File: config.mk
export PLATFORM = sky130hd
export DESIGN_NAME = sr_bank_ctrl
export DESIGN_NICKNAME = d
export VERILOG_FILES = /design/src/rtl/sr_bank_ctrl.sv
export SDC_FILE = /design/constraint.sdc
export NUM_CORES = 1
export LEC_CHECK = 0
export BUFFER_PORTS_ARGS = -buffer_cell sky130_fd_sc_hd__buf_2
export CAP_MARGIN = 20
export CORE_ASPECT_RATIO = 0.6
export CORE_MARGIN = 3
export CORE_UTILIZATION = 27
export DETAILED_ROUTE_END_ITERATION = 8
export PLACE_DENSITY = 0.5
export SYNTH_ARGS = -nofsm -noshare
export SYNTH_HDL_FRONTEND = slang
export SYNTH_SLANG_ARGS = --single-unit
File: constraint.sdc
create_clock -name clk -period 3.57 [get_ports clk]
set_input_delay 0.714 -clock clk [delete_from_list [all_inputs] [get_ports clk]]
set_output_delay 0.714 -clock clk [all_outputs]
set_load 0.05 [all_outputs]
File: src/rtl/sr_bank_ctrl.sv
// sr_bank_ctrl: round-robin arbiter and enable sequencer for a shared gated SR latch bank
// Every command drives each bit to S=new/R=~new, so untouched bits are refreshed and S=R=1 never occurs.
module sr_bank_ctrl #(
  parameter int WIDTH  = 4,
  parameter int SETTLE = 2
) (
  input  logic               clk,
  input  logic               rst_n,
  input  logic [1:0]         req,
  input  logic [2*WIDTH-1:0] set_mask,
  input  logic [2*WIDTH-1:0] clr_mask,
  output logic [1:0]         gnt,
  output logic [1:0]         done,
  output logic               err,
  output logic               busy,
  output logic [WIDTH-1:0]   lat_s,
  output logic [WIDTH-1:0]   lat_r,
  output logic               lat_en,
  output logic [WIDTH-1:0]   flags
);
  localparam int CW = $clog2(SETTLE + 2);
  typedef enum logic [1:0] {INIT, IDLE, DRIVE, RELEASE} state_t;
  state_t state_q, state_d;
  logic [CW-1:0] cnt_q, cnt_d;
  logic last_q, last_d, win_q, win_d, err_q, err_d, lat_en_q, lat_en_d;
  logic [1:0] gnt_q, gnt_d, done_q, done_d;
  logic [WIDTH-1:0] new_q, new_d, flags_q, flags_d, lat_s_q, lat_s_d, lat_r_q, lat_r_d;
  logic w;
  logic [WIDTH-1:0] s, c, nxt;
  always_comb begin
    w   = (req == 2'b11) ? ~last_q : req[1];
    s   = w ? set_mask[2*WIDTH-1:WIDTH] : set_mask[WIDTH-1:0];
    c   = w ? clr_mask[2*WIDTH-1:WIDTH] : clr_mask[WIDTH-1:0];
    nxt = (flags_q | (s & ~c)) & ~(c & ~s);
  end
  // INIT: cnt 0 is the reset cycle, 1..SETTLE drive the clear, SETTLE+1 is the low cycle
  always_comb begin
    state_d  = state_q;
    cnt_d    = cnt_q;
    last_d   = last_q;
    win_d    = win_q;
    new_d    = new_q;
    flags_d  = flags_q;
    gnt_d    = 2'b00;
    done_d   = 2'b00;
    err_d    = 1'b0;
    lat_s_d  = lat_s_q;
    lat_r_d  = lat_r_q;
    lat_en_d = 1'b0;
    case (state_q)
      INIT: begin
        cnt_d    = cnt_q + 1'b1;
        lat_s_d  = '0;
        lat_r_d  = '1;
        lat_en_d = cnt_q < CW'(SETTLE);
        state_d  = (cnt_q == CW'(SETTLE + 1)) ? IDLE : INIT;
      end
      IDLE: if (|req) begin
        state_d  = DRIVE;
        cnt_d    = CW'(1);
        last_d   = w;
        win_d    = w;
        new_d    = nxt;
        gnt_d    = w ? 2'b10 : 2'b01;
        err_d    = |(s & c);
        lat_en_d = 1'b1;
        lat_s_d  = nxt;
        lat_r_d  = ~nxt;
      end
      DRIVE: if (cnt_q == CW'(SETTLE)) begin
        state_d = RELEASE;
        flags_d = new_q;
        done_d  = win_q ? 2'b10 : 2'b01;
      end else begin
        cnt_d    = cnt_q + 1'b1;
        lat_en_d = 1'b1;
      end
      default: state_d = IDLE;
    endcase
  end
  always_ff @(posedge clk or negedge rst_n)
    if (!rst_n) begin
      state_q  <= INIT;
      cnt_q    <= '0;
      last_q   <= 1'b1;
      win_q    <= 1'b0;
      new_q    <= '0;
      flags_q  <= '0;
      gnt_q    <= 2'b00;
      done_q   <= 2'b00;
      err_q    <= 1'b0;
      lat_s_q  <= '0;
      lat_r_q  <= '0;
      lat_en_q <= 1'b0;
    end else begin
      state_q  <= state_d;
      cnt_q    <= cnt_d;
      last_q   <= last_d;
      win_q    <= win_d;
      new_q    <= new_d;
      flags_q  <= flags_d;
      gnt_q    <= gnt_d;
      done_q   <= done_d;
      err_q    <= err_d;
      lat_s_q  <= lat_s_d;
      lat_r_q  <= lat_r_d;
      lat_en_q <= lat_en_d;
    end
  assign gnt    = gnt_q;
  assign done   = done_q;
  assign err    = err_q;
  assign busy   = state_q != IDLE;
  assign lat_s  = lat_s_q;
  assign lat_r  = lat_r_q;
  assign lat_en = lat_en_q;
  assign flags  = flags_q;
endmodule

**Word level (Yosys, flattened, before mapping)**

Index checks and enable logic that the tools add are counted.

- Flip-flop bits (word level): 28
- Input port bits: 20
- Logic and storage cells: 68

- Add/subtract/negate cells: 1
- $lt $le $gt $ge: 1
- Eq/ne operators: 9
- Mux-type cells: 25
- Bitwise gates (word level): 10
- Reduce and logical (&&, ||, !) cells: 10

Operator list:

| kind | number |
|---|---|
| $mux W2 | 10 |
| $and A4 B4 Y4 | 4 |
| $mux W4 | 4 |
| $not A4 Y4 | 4 |
| $pmux W4 S2 | 2 |
| $pmux W2 S3 | 2 |
| $eq A2 B2 Y1 const B | 4 |
| $reduce_and A2 Y1 | 4 |
| $mux W1 | 6 |
| $ne A2 B2 Y1 const B | 3 |
| $or A4 B4 Y4 | 1 |
| $reduce_or A4 Y1 | 1 |
| $pmux W1 S3 | 1 |
| $reduce_and A3 Y1 | 1 |
| $reduce_bool A3 Y1 | 1 |
| $add A2 B1 Y2 const B | 1 |
| $eq A2 B1 Y1 const B | 1 |
| $logic_not A2 Y1 | 1 |
| $lt A2 B2 Y1 const B | 1 |
| $ne A2 B1 Y1 const B | 1 |
| $reduce_bool A2 Y1 | 1 |
| $reduce_or A2 Y1 | 1 |
| $not A1 Y1 | 1 |

**Logic depth before layout (Yosys ltp)**

- Depth after elaboration: 10
- Depth in mapped cells: 6
- Gate-level depth less buffers: 6

**Worst setup path before layout**

Ideal clock, no wire load.

- Path kind: register to output
- Start point: reg state_q[1]
- End point: out busy
- Arrival time: 991 ps
- Data required time: 2856 ps
- Slack: 1865 ps
- Cell stages (with the launch flop): 4
- Path buffers: 0
- Path through: dfrtp_1 > inv_1 > ha_1 > inv_1

- Word-level cells in the longest chain between the ends: 1

RTL lines:

| element | RTL line | source |
|---|---|---|
| start: declaration | 23 | `state_t state_q, state_d;` |
| start signal: assignment | 96 | `state_q <= state_d;` |
| $ne A2 B1 Y1 | 112 | `assign busy = state_q != IDLE;` |
| end: declaration | 15 | `output logic busy,` |

Every way passes these cells.

**Final worst setup path**

Same ends and word-level chain as after synthesis.

==> run_results.csv <==
group,metric,value,unit
clocking,clock_sink_count,28,
pwr,power.static_leakage,0.819,nW
hold_path,hold_class,"in2async",
drt,detail_route.iter0.violations,33,
drt,detail_route.drc_violations,0,
die,core-area,0.00437,sq mm
synthesis,sequential_cell_area_fraction_in_the_yosys_report,53.7,%
grt,first_global_vias,993,
synthesis,synth_top_cells_by_area,"dfrtp_1 52%, ha_1 5.7%, maj3_1 4.6%",
place,placed_area,0.00157,sq mm
synthesis,synthesis.yosys.warnings,0,
timing,final-setup-viol-count,0,
synthesis,synth-edff-count,0,
clocking,cts_root_buf,"clkbuf_8",
timing,worst_slew_margin_rel,58.1,%
synthesis,ys_top_cells_by_count,"27 x dfrtp_1, 15 x nand2_1, 14 x inv_1, 7 x o21ai_0",
pwr,ir_drop,430,uV
grt,grt_first_pass_wirelength,5060,um
die,die_w,95.8,um
synthesis,avgSynthCellArea,11.0,sq um
setup_path,worstSetupPathType,"reg2out",
grt,grt_antenna_before_repair,0,
layout,layout.cell_area.non_filler,0.00163,sq mm
clocking,cts.reportedPaths.clkPinSlew,0.09,ns
synthesis,most_used_flip_flop_cell_after_synthesis,"dfrtp_1",
timing,tns,0,ns
setup_path,critPathRequiredTime,2.86,ns
timing,rsz0062_at_grt,"false",
synthesis,synth_most_common_cell,"dfrtp_1",
place,placedCellCount,216,
pwr,power.density_cell_area,919,mW/mm^2
synthesis,synth_adder_area_share,10.3,%
setup_path,cp_max_fo,7,
timing,layout_worst_path_cycle_share,59.0,%
grt,track_usage,11.9,%
clocking,ctsHoldBuffers,0,
synthesis,syn-num-nets,145,
clocking,cts_made_buffers,3,
timing,finalClockSkew,0.00443,ns
drt,drt_pre_antenna_iters,4,
timing,finalMaxSlewViolations,0,
drt,detail_route.vias_per_cell,4.49,
clocking,clk-insertion-delay-late,0.27,ns
clocking,cts-resized-gates,0,
flow_run,maxCapViolCount,0,
layout,antennaDiodeCount,0,
drt,drt_wl_total,3120,um
clocking,cts_setup_buffers,0,
synthesis,post_synth_arst_share,100,%
synthesis,synth_simple_gate_area_share,8.81,%
layout,finalCoreUtilization,37.2,%
pwr,fin_total_pwr,1.49,mW
timing,max_clock_freq,475,MHz
clocking,htreeDepth,1,
synthesis,share_of_the_synthesized_netlist_area_taken_by_xor_and_xnor_gates,0,%
place,final_hpwl_from_detailed_placement,2460,um
die,core.rowCount,18,
timing,finalCriticalPeriod,2.11,ns
place,routabilityCongestion,0.781,
synthesis,largest_family_of_logic_cells_by_synthesized_area,"compound AO/OA/AOI/OAI gates",
die,dieHeight,59.9,um
drt,avg_wl_per_cell,14.2,um
place,io_buffers,38,
grt,grt_start_max_net_pins,29,
setup_path,endpoint_kind,"primary output",
layout,final-instance-count-excl-fill,220,
synthesis,synth_mux_area_share,3.45,%
drt,via_count,988,
clocking,cts_max_path_buffers,2,
run_status,outcome,"completed",
synthesis,ys_types,32,
synthesis,synth_area_leader_cell,"dfrtp_1",
timing,worst_slew_pin_tran,0.629,ns
die,start_util,29.9,%
synthesis,synth_compound_area_share,19.0,%
synthesis,syn_inst,119,
synthesis,synth_area,0.00131,sq mm
setup_path,setup.worst_path.start_class,"flop",
clocking,clock_tree_from_tritoncts,"built",
layout,finish.net_count,187,
die,io_pins,39,
drt,route.antenna.remaining_nets,0,
grt,grt_overflow_total,0,
synthesis,yosys_register_bits,28,
layout,layout-drive-gt1-share,35.0,%
setup_path,worst-endpoint-arrival,1.39,ns
timing,hold_viol_final,0,
synthesis,synth.top_cell.area_share,51.7,%
layout,area_growth,24.4,%
die,fp.dieArea,0.00574,sq mm
## cells in the final DEF (no fill, tap or decap), drive strengths merged, types with 2 or more instances in the layout
master / synthesis / routed
nand2: 15 / 15
o21ai: 9 / 9
buf: 1 / 39
a21oi: 5 / 5
nor2: 4 / 4
dfrtp: 27 / 27
a31oi: 2 / 2
o21a: 4 / 4
a211oi: 2 / 2
nand2b: 2 / 2
a22oi: 3 / 3
inv: 14 / 14
ha: 6 / 6
and2: 2 / 2
clkbuf: 1 / 4
maj3: 6 / 6
a221oi: 2 / 2
mux2: 4 / 4
## critical path, cell delays in order, from the launching register on
cell	delay, ns
dfrtp_1	0.41
inv_1	0.11
ha_1	0.29
inv_1	0.09
buf_2	0.22
## final cells by class
type	instances	area, sq um
fillers	446	2740
flip-flops and latches	28	702
multi-input cells	75	543
repair buffers	39	198
well taps	60	75.1
clock buffers	4	55.1
inverters	14	52.6
## worst paths after layout
| check | start | to | slack, ns | cells after the start |
|---|---|---|---|---|
| max | state_q[1] | busy | 1.46 | 4 |
| min reg2reg | win_q | done[0] | 0.47 | 1 |
| max reg2reg | state_q[1] | lat_r[3] | 1.74 | 7 |
| min | rst_n | cnt_q[1] | 0.44 | 1 |
| max in group asynchronous | rst_n | new_q[2] | 2.71 | 1 |
| min in group clk | win_q | done[0] | 0.47 | 1 |
## metal layers
| layer | global-route usage (%) | part of all wire, % | vias to the layer above |
|---|---|---|---|
| li1 | - | - | 490 |
| met1 | 18.9 | 56 | 465 |
| met2 | 15.3 | 36 | 31 |
| met3 | 3.90 | 7.5 | 2 |
| met4 | 1.82 | 0.42 | 0 |
| met5 | 0 | 0 | - |
## logic make-up (layout without fill, tap and decap cells)
| family | Yosys count | count (layout) |
|---|---|---|
| flops | 28 | 28 |
| buf+inv | 16 | 57 |
| compound gates | 34 | 34 |
| fa+ha+maj | 12 | 12 |
| mux | 4 | 4 |
| simple gates | 25 | 25 |
## registers in the layout, summed over array words and instances, names as in the netlist
signal	count
flags	4
lat_r	4
lat_s	4
new_q	4
cnt_q	2
done	2
gnt	2
state_q	2
err	1
last_q	1
lat_en	1
win_q	1
## report_power, final
| group | switching [mW] | total (mW) | internal, mW |
|---|---|---|---|
| clock network | 0.0953 | 0.194 | 0.0987 |
| logic | 0.526 | 0.757 | 0.231 |
| registers | 0.0945 | 0.542 | 0.448 |
| total | 0.716 | 1.49 | 0.777 |
## stage by stage
stage	hold WS, ns	setup WS [ns]
5_1_grt	0.481	1.34
3_3_place_gp	0.452	1.72
2_1_floorplan	0.418	1.86
6_report	0.445	1.46
4_1_cts	0.464	1.43
3_5_place_dp	0.457	1.71
(Power assumes the default switching activity.)
